**src/rtl/control_fsm_if.sv**
```systemverilog
// Handshake bundle between the R-type datapath and its multi-cycle control unit.
// The datapath supplies the instruction fields; the control unit returns strobes and status.
interface control_fsm_if #(
    parameter int CNT_W = 16
);
    logic [5:0]       op;
    logic [5:0]       func_code;
    logic             ir_write;
    logic             pc_write;
    logic             regWrite;
    logic [3:0]       alu_ctrl;
    logic             illegal;
    logic [2:0]       state_out;
    logic [CNT_W-1:0] retired;

    modport master (
        output op, func_code,
        input  ir_write, pc_write, regWrite, alu_ctrl, illegal, state_out, retired
    );

    modport slave (
        input  op, func_code,
        output ir_write, pc_write, regWrite, alu_ctrl, illegal, state_out, retired
    );
endinterface

```
**src/rtl/control_fsm.sv**
```systemverilog
// Multi-cycle control unit for the R-type MIPS datapath: FETCH/DECODE/EXEC/WB
// sequencing, illegal-instruction trap and a retired-instruction counter.
module control_fsm #(
    parameter int CNT_W = 16
) (
    input  logic         clock,
    input  logic         reset,
    control_fsm_if.slave bus
);
    typedef enum logic [2:0] {
        FETCH   = 3'd0,
        DECODE  = 3'd1,
        EXEC    = 3'd2,
        WB      = 3'd3,
        ILLEGAL = 3'd4
    } state_t;

    state_t           state_q, state_d;
    logic [3:0]       alu_reg_q;
    logic [CNT_W-1:0] retired_q;
    logic             ir_write_q, pc_write_q, reg_write_q, illegal_q;
    logic [3:0]       alu_ctrl_q;
    logic             legal;
    logic [3:0]       dec_alu;

    always_comb begin
        legal   = 1'b1;
        dec_alu = alu_reg_q;
        case (bus.func_code)
            6'b100000: dec_alu = 4'b0010;
            6'b100010: dec_alu = 4'b0110;
            6'b100100: dec_alu = 4'b0000;
            6'b100101: dec_alu = 4'b0001;
            6'b101010: dec_alu = 4'b0111;
            6'b100111: dec_alu = 4'b1100;
            default:   legal   = 1'b0;
        endcase
        if (bus.op != 6'b000000) begin
            legal   = 1'b0;
            dec_alu = alu_reg_q;
        end

        case (state_q)
            FETCH:   state_d = DECODE;
            DECODE:  state_d = legal ? EXEC : ILLEGAL;
            EXEC:    state_d = WB;
            default: state_d = FETCH;
        endcase
    end

    // Output flops are loaded with the decode of the state being entered,
    // so each strobe is a clean Moore output of the current state.
    always_ff @(posedge clock) begin
        if (reset) begin
            state_q     <= FETCH;
            alu_reg_q   <= 4'b0000;
            retired_q   <= '0;
            ir_write_q  <= 1'b1;
            pc_write_q  <= 1'b1;
            reg_write_q <= 1'b0;
            illegal_q   <= 1'b0;
            alu_ctrl_q  <= 4'b0000;
        end else begin
            state_q <= state_d;
            if (state_q == DECODE && legal) begin
                alu_reg_q <= dec_alu;
            end
            if (state_q == WB) begin
                retired_q <= retired_q + CNT_W'(1);
            end
            ir_write_q  <= (state_d == FETCH);
            pc_write_q  <= (state_d == FETCH);
            reg_write_q <= (state_d == WB);
            illegal_q   <= (state_d == ILLEGAL);
            if (state_d == EXEC) begin
                alu_ctrl_q <= dec_alu;
            end else if (state_d == WB) begin
                alu_ctrl_q <= alu_reg_q;
            end else begin
                alu_ctrl_q <= 4'b0000;
            end
        end
    end

    // Reset masks the strobes immediately, including a write-back in flight.
    assign bus.ir_write  = ir_write_q  & ~reset;
    assign bus.pc_write  = pc_write_q  & ~reset;
    assign bus.regWrite  = reg_write_q & ~reset;
    assign bus.illegal   = illegal_q   & ~reset;
    assign bus.alu_ctrl  = reset ? 4'b0000 : alu_ctrl_q;
    assign bus.state_out = state_q;
    assign bus.retired   = retired_q;
endmodule

```
**src/flat_wrapper.sv**
```systemverilog
// flat-port wrapper written by rule: the top's interface ports become plain ports
module control_fsm_flat 
#(
    parameter int CNT_W = 16
)
  (clock, reset, bus_op, bus_func_code, bus_ir_write, bus_pc_write, bus_regWrite, bus_alu_ctrl, bus_illegal, bus_state_out, bus_retired);
  control_fsm_if #(.CNT_W(CNT_W)) bus_i ();
  input  logic clock;
  input  logic reset;
  input wire logic [$bits(bus_i.op)-1:0] bus_op;
  input wire logic [$bits(bus_i.func_code)-1:0] bus_func_code;
  output wire logic [$bits(bus_i.ir_write)-1:0] bus_ir_write;
  output wire logic [$bits(bus_i.pc_write)-1:0] bus_pc_write;
  output wire logic [$bits(bus_i.regWrite)-1:0] bus_regWrite;
  output wire logic [$bits(bus_i.alu_ctrl)-1:0] bus_alu_ctrl;
  output wire logic [$bits(bus_i.illegal)-1:0] bus_illegal;
  output wire logic [$bits(bus_i.state_out)-1:0] bus_state_out;
  output wire logic [$bits(bus_i.retired)-1:0] bus_retired;
  assign bus_i.op = bus_op;
  assign bus_i.func_code = bus_func_code;
  assign bus_ir_write = bus_i.ir_write;
  assign bus_pc_write = bus_i.pc_write;
  assign bus_regWrite = bus_i.regWrite;
  assign bus_alu_ctrl = bus_i.alu_ctrl;
  assign bus_illegal = bus_i.illegal;
  assign bus_state_out = bus_i.state_out;
  assign bus_retired = bus_i.retired;
  control_fsm #(.CNT_W(CNT_W)) u_core (.clock(clock), .reset(reset), .bus(bus_i));
endmodule
```
**config.mk**
```make
export PLATFORM = sky130hd
export DESIGN_NAME = control_fsm_flat
export DESIGN_NICKNAME = d
export VERILOG_FILES = /design/src/rtl/control_fsm_if.sv /design/src/rtl/control_fsm.sv /design/src/flat_wrapper.sv
export SDC_FILE = /design/constraint.sdc
export NUM_CORES = 1
export LEC_CHECK = 0
export CORE_ASPECT_RATIO = 0.7
export CORE_MARGIN = 10
export CORE_UTILIZATION = 40
export CTS_CLUSTER_SIZE = 20
export DETAILED_ROUTE_END_ITERATION = 10
export GPL_ROUTABILITY_DRIVEN = 1
export PLACE_DENSITY = 0.78
export SETUP_SLACK_MARGIN = 0.4
export SLEW_MARGIN = 20
export SYNTH_ARGS = -nofsm -noshare
export SYNTH_HDL_FRONTEND = slang
export SYNTH_SLANG_ARGS = --single-unit
```
**constraint.sdc**
```tcl
create_clock -name clock -period 3.3 [get_ports clock]
set_clock_uncertainty 0.1 [all_clocks]
set_input_delay 0.66 -clock clock [delete_from_list [all_inputs] [get_ports clock]]
set_output_delay 0.66 -clock clock [all_outputs]
set_load 0.05 [all_outputs]
```
==> results of run 1 <==
through the flow:
| step | power (mW) | utilization | std cells | hold WS, ns | cell area [um^2] |
|---|---|---|---|---|---|
| after CTS | 0.747 | 0.583 | 252 | 0.349 | 2020 |
| after floorplan | 0.415 | - | 159 | 0.323 | 1420 |
| after global placement | 0.453 | 0.556 | 244 | 0.335 | 1930 |
| after global routing | 0.770 | 0.583 | 252 | 0.386 | 2020 |
| after detailed placement | 0.454 | 0.556 | 244 | 0.341 | 1930 |
| final | 0.743 | 0.583 | 252 | 0.350 | 2020 |
cell usage after synthesis, drive strengths merged (2+ instances only):
cell     n
dfxtp   30
nand2   15
nor2    15
nor2b   11
a21oi    6
buf      6
inv      6
nand3    5
nor4b    5
o21ai    5
mux2     4
nand4    4
xnor2    4
xor2     4
nor3     3
nor4     3
a211o    2
and4     2
nand3b   2
nand4b   2
o211a    2
or2      2
or3      2
or4      2
routing by layer:
metal,routed length [um],track usage,vias to the layer above,share of wire
met5,0,0,-,0
li1,-,-,655,-
met3,291,0.0534,7,0.083
met1,1640,0.131,610,0.47
met4,40,0.0312,0,0.011
met2,1530,0.162,47,0.44
cells by family after synthesis:
group / count (synthesis)
AND/OR/NAND/NOR: 80
AO/OA/AOI/OAI: 22
multiplexers: 5
XOR/XNOR: 8
adder cells (fa/ha/maj): 1
flip-flops: 30
buffers and inverters: 13
sequential cells by signal (all words and copies together) (netlist names):
| name | flops |
|---|---|
| u_core.alu_ctrl_q | 4 |
| u_core.alu_reg_q | 4 |
| u_core.bus.retired | 16 |
| u_core.bus.state_out | 3 |
| u_core.illegal_q | 1 |
| u_core.ir_write_q | 1 |
| u_core.reg_write_q | 1 |
worst min-delay path, stage by stage, from the launching register on:
cell and delay (ns):
sky130_fd_sc_hd__dfxtp_1 0.31, sky130_fd_sc_hd__nand2_1 0.05, sky130_fd_sc_hd__nand2_1 0.04
cell type report:
cell class,count,area (um^2),area share
Timing Repair Buffer,42,495,0.245
Multi-Input combinational cell,116,748,0.370
Sequential cell,30,601,0.297
Clock buffer,7,86.3,0.0427
Clock inverter,1,5.00,0.00248
Inverter,6,22.5,0.0111
Tap cell,50,62.6,0.0310
worst min path at each step:
stage | start | end | slack, ns | cells after the start
floorplan | u_core.alu_reg_q[3]$_SDFFE_PP0P_ | u_core.alu_ctrl_q[3]$_SDFF_PP0_ | 0.32 | 2
global placement | u_core.alu_reg_q[3]$_SDFFE_PP0P_ | u_core.alu_ctrl_q[3]$_SDFF_PP0_ | 0.33 | 2
detailed placement | u_core.alu_reg_q[3]$_SDFFE_PP0P_ | u_core.alu_ctrl_q[3]$_SDFF_PP0_ | 0.34 | 2
CTS | u_core.alu_reg_q[3]$_SDFFE_PP0P_ | u_core.alu_ctrl_q[3]$_SDFF_PP0_ | 0.35 | 2
global route | u_core.alu_reg_q[3]$_SDFFE_PP0P_ | u_core.alu_ctrl_q[3]$_SDFF_PP0_ | 0.39 | 2
finish | u_core.alu_reg_q[3]$_SDFFE_PP0P_ | u_core.alu_ctrl_q[3]$_SDFF_PP0_ | 0.35 | 2
report_power, final:
part	switching [mW]	internal, mW	total, mW
clock	0.129	0.168	0.296
sequential	0.00559	0.366	0.371
combinational	0.0398	0.0354	0.0752
total	0.174	0.569	0.743
==> results summary, run 1 <==
The routability congestion estimate is 0.744. The number of antenna cells inserted came out at 0. In the layout the commonest cells are 32 x sky130_fd_sc_hd__clkdlybuf4s50_1, 30 x sky130_fd_sc_hd__dfxtp_1, 15 x sky130_fd_sc_hd__nor2_1, 15 x sky130_fd_sc_hd__nand2_1, 11 x sky130_fd_sc_hd__nor2b_1. The final net count is 216.

The post-route DRC violation count is 0. The total core area is 3470 um^2. The quantity of I/O buffers inserted on ports came out at 40.

Summed over all failing endpoints, the final setup total negative slack is 0 ns. Counting the fill cells in the layout gives 312. For this run, the number of Yosys warnings is 0. The mux contribution to synthesized area came out at 0.0387. For this design, the sink count on the clock tree is 30.

The number of buffers and inverters on the critical path came out at 2. The post-cts repair resize count is 0. The total of flip-flops plus latches after synthesis came out at 30. The combined global-route utilization of all metal layers came out at 0.107.

The largest stage delay on the critical path is 0.65 ns. The die span in x is 91.3 um. In the post-synthesis netlist, the biggest area contributors are sky130_fd_sc_hd__dfxtp_1 42%, sky130_fd_sc_hd__nor2b_1 4.8%, sky130_fd_sc_hd__nand2_1 4.0%, sky130_fd_sc_hd__nor2_1 4.0%, sky130_fd_sc_hd__nor4b_1 2.5%. After layout, the worst setup slack is 0.578 ns. The initial antenna violation count came out at 0.

The post-route clock period utilization is 0.825. The synthesized netlist net count came out at 174. Of the total synthesized cell area, the portion taken by full adders, half adders and majority gates is 0.00880.

Subtracting the final worst setup slack from the clock period gives 2.72 ns. Leaving out fill and tap cells, the most frequent cell in the layout is sky130_fd_sc_hd__clkdlybuf4s50_1. Clock tree synthesis inserted a total of 5 buffers. The worst slew slack as a fraction of its limit is 0.583. The maximum number of pins on one net before global-route repair is 16.

The total via count in the routed design came out at 1319. The leading area contributor after synthesis is sky130_fd_sc_hd__dfxtp_1. Row generation in the floorplan step produced 18 rows. The synthesized-area fraction occupied by ao, oa, aoi and oai cells came out at 0.106.

The synthesis-to-finish area growth is 42.2%. The clock reaches the later pin of the worst-skew pair after 0.28 ns. The detailed-router iteration count before antenna repair is 4.

The maximum frequency from static timing analysis came out at 367 MHz. The first-pass GRT wire length is 5710 um. The number of DRC markers in iteration 0 is 99.

Each instance of the synthesized netlist takes up on average 8.94 um^2. The number of synthesized flops with an enable pin came out at 0. Of the total synthesized cell area, the portion taken by XOR and XNOR cells is 0.0493. The end of the critical path is bus_ir_write. The number of max-cap violations came out at 0. In this run the remaining antenna-violating nets after routing total 0. The nature of the critical path startpoint is an input port. Setup repair after global routing left no endpoint under its margin. The quantity of hold-fixing buffers added after cts came out at 0. The endpoint kind of the worst setup timing path is a primary output. The total count of max-transition violations in the final report is 0. The initial utilization of the core area, before any placement, comes to 0.410.

The sequential cell area fraction in the yosys report is 0.423. The largest vdd supply drop is 199 uV. The flop-to-flop setup slack came out at 1.34 ns.

The root buffer cell chosen for the clock tree is sky130_fd_sc_hd__clkbuf_8. The length in cells of the worst reg-to-reg path came out at 4. The largest buffer count on any clock path is 2. The total detailed-routing wirelength came out at 3500 um. The proportion of register bits with asynchronous set or reset after synthesis is 0. The final HPWL from detailed placement is 2660 um. The count of endpoints failing hold in the final timing report came out at 0. The count of different cell masters after synthesis came out at 48. For this design, the slowest cell found on the critical path is sky130_fd_sc_hd__clkdlybuf4s50_1. The critical path goes through clkdlybuf4s50_1 > nor2b_1 > buf_12. The final setup violation count is 0. The endpoint identified for the worst register-to-register timing path is u_core.bus.retired[13]$_SDFFE_PP0N_.

After synthesis, the largest family of logic cells by area is simple AND/OR/NAND/NOR gates. The worst register-to-register path begins at u_core.bus.state_out[0]$_SDFF_PP0_. The critical path runs through a total of 3 cells.

The leakage power of the design came out at 0.730 nW. The CTS tree is yes. Of the total synthesized cell area, the portion taken by AND, OR, NAND and NOR gates is 0.324.

The number of instances in the synthesized netlist is 159. The fraction of layout instances using a drive strength above 1 came out at 0.109. The path class of the tightest hold or removal check is reg2reg.

The number of post-CTS setup repair buffers is 0. The die area is 6380 um^2. Prior to clock tree synthesis, the placed netlist has a worst setup slack of 0.578 ns. The level count of the clock H-tree is 2.

The remaining global-route overflow is 0. The via count of the first global-routing pass is 1214. The required time at the endpoint of the critical path is 2.54 ns.

The transition time at the pin with the least slew margin came out at 0.626 ns. The proportion of netlist area held by the largest area contributor came out at 0.423. The detailed-route wire length per cell is 13.9 um. The critical-path maximum fanout came out at 13.

Using the TritonRoute via totals, the vias-per-cell ratio works out to 5.23. The power density normalized to cell area came out at 368 nW/um^2. The kind of cell with the highest combined delay along the critical path is buffers and inverters. The run finished with clean final reports. The clock-pin transition on the worst setup and hold timing paths came out at 0.06 ns. The first element of the critical path is reset.

The number of I/O pins came out at 41. The y dimension of the die is 69.9 um. The data arrival time of the critical path came out at 1.96 ns. In the synthesized netlist the dominant register cell turns out to be sky130_fd_sc_hd__dfxtp_1. The area of the mapped netlist came out at 1420 um^2. The critical path in this run is classified as in2out.
Power figures use the tool's default switching activity.
==> inputs of run 2 (changes only) <==
Settings changed: PLACE_DENSITY 0.78 to 0.81.
Clock period 3.3 ns to 2.4 ns, I/O delays scaled along.
==> run 2 against run 1 <==
  * Worst setup slack lost 0.10 ns
  * Design area grew 1.1%
  * Wire length shrank 0.74%
  * Via count shrank 3.1%
  * First-iteration DRC count shrank 29%
  * Largest power group unchanged
  * Highest routed layer unchanged
==> results summary, run 2 (same netlist as run 1, synthesis figures left out) <==
The final setup violation count came out at 0. Leaving out fill and tap cells, the most frequent cells in the layout are 25 x sky130_fd_sc_hd__dfxtp_1, 20 x sky130_fd_sc_hd__dlygate4sd2_1, 15 x sky130_fd_sc_hd__nor2_1, 15 x sky130_fd_sc_hd__nand2_1, 12 x sky130_fd_sc_hd__clkdlybuf4s50_1. For this run, the detailed router's first-pass iteration total came to 4. The net switching power is 0.249 mW. The power density normalized to cell area came out at 506 nW/um^2.

The count of fill cells added during filler insertion came out at 325. The internal portion of total power came out at 0.786 mW. The synthesis-to-finish area growth came out at 43.8%.

The worst setup path is captured at a primary output. Counting instances, the worst hold path has a depth of 2. The flop-to-flop setup slack is 0.54 ns. The tool flagged a number of max-cap violations equal to 0.

The total count of max-transition violations in the final report was 0. After global routing the overflow that remains totals 0. The largest buffer count on any clock path is 2. The destination of the worst hold path is u_core.alu_ctrl_q[3]$_SDFF_PP0_.

The clock-pin transition on the worst setup and hold timing paths is 0.06 ns. The effective utilization at floorplan is 0.410. After floorplanning, the core was divided into 18 placement rows. For this design the static power due to leakage is 0.842 nW. The combinational power share is 0.105. The final HPWL from detailed placement came out at 2660 um.

The die area came out at 6380 um^2. The length in cells of the worst reg-to-reg path is 4. The minimum clock period is 1.92 ns. The floorplan step set the die width to 91.3 um. The total detailed-routing wirelength is 3470 um.

The fraction of the core area covered by cells at the end of the flow is 0.589. Entering global routing, the biggest net connects 12 pins. The critical path goes through dlygate4sd2_1. The routed layout has 1278 vias. The critical path is of the reg2out type. The flow ran to the end, and the final reports show no timing, DRC or antenna violations. The number of clock buffers inserted by TritonCTS is 5. The number of antenna cells inserted is 0.

The reg-to-reg endpoint is u_core.bus.retired[13]$_SDFFE_PP0N_. Timing would allow up to 520 MHz. The largest vdd supply drop is 401 uV. The quantity of I/O buffers inserted on ports is 40.

The required time at the endpoint of the critical path is 1.82 ns. In the finished design, the share of the clock period the worst path needs comes to 0.802. The largest stage delay on the critical path is 0.58 ns.

The count of endpoints failing hold in the final timing report came out at 0. In this run the most critical hold path is launched from u_core.alu_reg_q[3]$_SDFFE_PP0P_. The relative contribution of sequential cells to total power came out at 0.493. The number of flip-flops in the largest register came out at 16. The initial antenna violation count is 0. The worst setup path is launched from a flip-flop.

The final net count came out at 218. The total placed instance area is 1950 um^2. The most common library cell in the layout ignoring fill and taps is sky130_fd_sc_hd__dfxtp_1. The total area inside the core boundary comes to 3470 um^2. The combined global-route utilization of all metal layers came out at 0.111. The detailed-route wire length per cell is 13.7 um. The level count of the clock H-tree came out at 2. The number of nets with antenna violations after detailed routing came out at 0. The fraction of power consumed by the clock network is 0.401. The fraction of layout instances using a drive strength above 1 is 0.162. The critical-path maximum fanout came out at 9. The first global-routing pass estimated 5900 um of wire. The switching power share of the total is 0.240. In this run the worst hold path is classified as reg2reg. The post-layout instance area came out at 2040 um^2.

At the later pin of the worst-skew pair, clock insertion delay measures 0.28 ns. The routed via count divided by cell count came out at 5.03. In this run the critical register-to-register path is launched from u_core.bus.state_out[2]$_SDFF_PP0_.

The setup total negative slack came out at 0 ns. Setup repair after global routing could not meet its margin everywhere. The total number of clock tree sinks came out at 30. The routability congestion estimate came out at 0.860.

The buffer cell driving the clock tree root is sky130_fd_sc_hd__clkbuf_8. For the pin with the worst max-slew slack, the measured transition is 0.511 ns. TritonCTS built the clock tree. On the critical path, the stage with the largest delay is an instance of sky130_fd_sc_hd__dlygate4sd2_1. The data arrival time of the critical path came out at 1.34 ns. The die is 69.9 um tall. The post-route DRC violation count came out at 0. For this block, the initial DRC count from the detailed router was 70. The via count of the first global-routing pass is 1223. The worst pin sits at a relative slew slack of 0.660. The cell type group with the largest total delay on the critical path is buffers and inverters. The number of I/O pins came out at 41.

The number of buffers and inverters on the critical path is 1.
[run 2: cell types whose count changed in the layout (fill, tap and decap cells not counted), sizes merged]
cell           before  now
clkdlybuf4s50      32   12
dlygate4sd2         0   20
buf                10   12
[run 2: metal layers]
metal,GRT usage,vias to the layer above,part of all wire
met5,0,-,0
met4,0.0312,0,0.0081
met3,0.0512,3,0.066
met2,0.159,28,0.43
met1,0.145,590,0.50
li1,-,657,-
[run 2: worst max path at each step]
stage                                                   from                             endpoint  slack [ns]  depth (start not counted)
after detailed placement                    bus_func_code[0]          u_core.illegal_q$_SDFF_PP0_        0.12                          6
after global placement                      bus_func_code[0]          u_core.illegal_q$_SDFF_PP0_        0.13                          6
final                     u_core.bus.state_out[2]$_SDFF_PP0_                     bus_state_out[2]        0.48                          1
after floorplan           u_core.bus.state_out[2]$_SDFF_PP0_  u_core.bus.retired[13]$_SDFFE_PP0N_        0.42                          5
after CTS                                   bus_func_code[0]          u_core.illegal_q$_SDFF_PP0_        0.40                          6
after global routing                        bus_func_code[0]          u_core.illegal_q$_SDFF_PP0_        0.41                          6
[run 2: worst min-delay path: stages (launching register included)]
cell                      delay [ns]
sky130_fd_sc_hd__dfxtp_1        0.31
sky130_fd_sc_hd__nand2_1        0.06
sky130_fd_sc_hd__nand2_1        0.05
[run 2: metrics by stage]
step                std cells  total power [mW]  setup slack (ns)  hold WS [ns]
finish                    254              1.03             0.476         0.366
global route              254              1.08             0.406         0.383
CTS                       254              1.04             0.405         0.365
detailed placement        246             0.628             0.119         0.356
global placement          246             0.627             0.130         0.334
floorplan                 159             0.572             0.423         0.323
[run 2: area by class of cell]
class / count / area [um^2] / area share
Clock buffer: 7 / 86.3 / 0.0423
Inverter: 6 / 22.5 / 0.0110
Clock inverter: 1 / 5.00 / 0.00245
Tap cell: 50 / 62.6 / 0.0306
Timing Repair Buffer: 44 / 485 / 0.238
Sequential cell: 30 / 607 / 0.297
Multi-Input combinational cell: 116 / 774 / 0.379
[run 2: timing repair]
item | in CTS | in global routing
buffers inserted | 0 | 0
hold buffers | 0 | 0
resized for setup | 21 | 3
endpoints found under the setup margin | 27 | 8
[run 2: power by group through the flow]
stage	Clock [mW]	Sequential, mW	Combinational [mW]
finish	0.415	0.510	0.109
global route	0.456	0.511	0.116
CTS	0.423	0.510	0.106
detailed placement	0	0.521	0.107
global placement	0	0.521	0.106
floorplan	0	0.528	0.0436
==> inputs of run 3 (changes only) <==
Settings changed: PLACE_DENSITY 0.81 to 0.78.
Clock period 2.4 ns to 1.95 ns, I/O delays scaled along.
==> run 3 against run 2 <==
  * Design area grew 20%
  * Via count grew 25%
  * Clock power grew 30%
  * Global-route usage grew 4.3 points
  * Final cell count grew 11%
  * Clock-buffer cell count shrank 1
  * Hold slack lost 0.0036 ns
  * Non-clock buffer count grew 27
  * Flip-flop and latch count is the same
  * Wire length grew 52%
  * Utilization grew 12 points
  * Largest cell class unchanged
==> results summary, run 3 (same netlist as run 1, synthesis figures left out) <==
The transition time at the pin with the least slew margin came out at 0.313 ns. The die area is 6380 um^2. The worst setup path is launched from a flip-flop. The initial antenna violation count came out at 0.

Grouping stages by cell kind, the critical path spends the most delay in simple AND/OR/NAND/NOR gates. The slowest stage of the critical path belongs to the cell sky130_fd_sc_hd__or3_4. The post-route DRC violation count came out at 0. The number of antenna diodes in the final layout is 0. The clock-pin transition on the worst setup and hold timing paths came out at 0.07 ns.

The leakage power of the design is 1.05 nW. The library cell used most frequently in the layout, excluding fill and tap cells, is sky130_fd_sc_hd__buf_4. The CTS tree is yes. The floorplan step set the die height to 69.9 um. The effective utilization at floorplan is 0.410. The total via count in the routed design came out at 1592. The total placed instance area is 2060 um^2. The final HPWL from detailed placement is 3210 um.

Of the available clock period, the critical path in the final layout requires 0.872. The signal on the critical path passes through ha_4 > and4b_2 > nand4_1 > or3_4 > a21oi_2. The count of endpoints failing hold in the final timing report came out at 0. Compared with the post-synthesis result, the final layout area differs by 72.1%. The detailed-router iteration count before antenna repair is 6. The remaining global-route overflow came out at 0. The path class of the tightest hold or removal check is reg2reg.

The via count of the first global-routing pass was 1622. The number of buffers and inverters on the critical path is 0. The quantity of hold-fixing buffers added after cts is 0.

The clock latency of the later-clocked register in the worst-skew pair is 0.29 ns. The H-tree generated during clock tree synthesis spans 2 levels. The buffer cell driving the clock tree root is sky130_fd_sc_hd__clkbuf_8. The quantity of I/O buffers inserted on ports came out at 40. Leaving out fill and tap cells, the most frequent cells in the layout are 47 x sky130_fd_sc_hd__buf_4, 15 x sky130_fd_sc_hd__nor2_1, 15 x sky130_fd_sc_hd__dfxtp_1.

The finished layout holds 281 standard cells, fillers aside. The largest buffer count on any clock path is 2. The number of max-cap violations came out at 0. The critical-path maximum fanout came out at 4. Setup repair after global routing could not meet its margin everywhere. Row generation in the floorplan step produced 18 rows. The combined global-route utilization of all metal layers came out at 0.154. For this design, the sink count on the clock tree is 30. The floorplan step defined a core boundary enclosing 3470 um^2. The class of the most critical setup path is reg2reg. The die span in x came out at 91.3 um.

Dividing the detail-routed via count by the number of cells gives 5.67. The number of I/O pins came out at 41. Entering global routing, the biggest net connects 13 pins. In the final layout, the share of cells above drive strength 1 is 0.537. The number of clock buffers inserted by TritonCTS is 5. The largest stage delay on the critical path came out at 0.45 ns.

The number of flip-flops in the largest register came out at 16. The total detailed-routing wirelength came out at 5290 um. The post-layout instance area came out at 2450 um^2. STA classifies the critical path endpoint as a flip-flop.

The worst slew slack as a fraction of its limit came out at 0.788. The number of nets with antenna violations after detailed routing came out at 0. The maximum frequency from static timing analysis came out at 588 MHz. The minimum clock period came out at 1.70 ns. The detailed-route wire length per cell is 18.8 um.

The first-pass GRT wire length came out at 8070 um. The data arrival time of the critical path is 1.82 ns. The largest vdd supply drop is 424 uV. The final setup violation count is 0. The number of cells after detailed placement is 256. The routability congestion estimate is 0.806.

After the first detailed-routing iteration, the DRC count stood at 198. The power density normalized to cell area is 549 nW/um^2. The final net count came out at 245. The run finished with clean final reports. The total count of max-transition violations in the final report came to 0. The count of fill cells added during filler insertion came out at 251. The required time at the endpoint of the critical path is 2.07 ns.
[run 3: layout make-up]
class | count | area (um^2) | share of cell area
multi-input combinational | 116 | 957 | 0.391
timing repair buffer | 71 | 676 | 0.276
sequential | 30 | 634 | 0.259
clock buffer | 6 | 82.6 | 0.0338
tap | 50 | 62.6 | 0.0256
inverter | 6 | 22.5 | 0.00921
clock inverter | 2 | 11.3 | 0.00460
[run 3: where the power goes]
group / switching, mW / internal, mW
registers: 0.00657 / 0.613
clock network: 0.254 / 0.284
logic: 0.0965 / 0.0893
total: 0.357 / 0.986
[run 3: metal layers]
layer / routed length, um / track usage / vias up / part of all wire
li1: - / - / 714 / -
met4: 164 / 0.0676 / 0 / 0.031
met1: 2120 / 0.176 / 737 / 0.40
met2: 2550 / 0.256 / 118 / 0.48
met5: 0 / 0 / - / 0
met3: 457 / 0.0523 / 23 / 0.086
[run 3: worst register-to-register path, stage by stage (launching register included)]
cell,delay (ns)
sky130_fd_sc_hd__dfxtp_4,0.37
sky130_fd_sc_hd__ha_4,0.12
sky130_fd_sc_hd__and4b_2,0.26
sky130_fd_sc_hd__nand4_1,0.21
sky130_fd_sc_hd__or3_4,0.45
sky130_fd_sc_hd__a21oi_2,0.13
[run 3: path summary, 6_finish.rpt]
kind	end	start	slack, ns	cells past startpoint
setup reg to reg	u_core.bus.retired[10]$_SDFFE_PP0N_	u_core.bus.retired[1]$_SDFFE_PP0N_	0.25	5
setup / recovery	u_core.bus.retired[10]$_SDFFE_PP0N_	u_core.bus.retired[1]$_SDFFE_PP0N_	0.25	5
hold / removal	u_core.alu_ctrl_q[3]$_SDFF_PP0_	u_core.alu_reg_q[3]$_SDFFE_PP0P_	0.36	2
hold reg to reg	u_core.alu_ctrl_q[3]$_SDFF_PP0_	u_core.alu_reg_q[3]$_SDFFE_PP0P_	0.36	2
[run 3: per-stage QoR]
| stage | TNS, ns | worst slack (ns) | utilization | hold WS (ns) | power [mW] |
|---|---|---|---|---|---|
| 2_1_floorplan | 0 | 0.142 | - | 0.323 | 0.704 |
| 3_3_place_gp | -0.327 | -0.0750 | 0.595 | 0.343 | 0.781 |
| 3_5_place_dp | -1.50 | -0.240 | 0.595 | 0.347 | 0.788 |
| 4_1_cts | 0 | 0.317 | 0.687 | 0.359 | 1.33 |
| 5_1_grt | 0 | 0.212 | 0.705 | 0.397 | 1.38 |
| 6_report | 0 | 0.249 | 0.705 | 0.362 | 1.34 |
[run 3: timing repair]
action / 4_1_cts / 5_1_grt
endpoints found under the setup margin: 26 / 16
gates resized for setup: 40 / 18
buffers inserted: 13 / 3
pin swaps: 10 / 6
cloned: 1 / 0
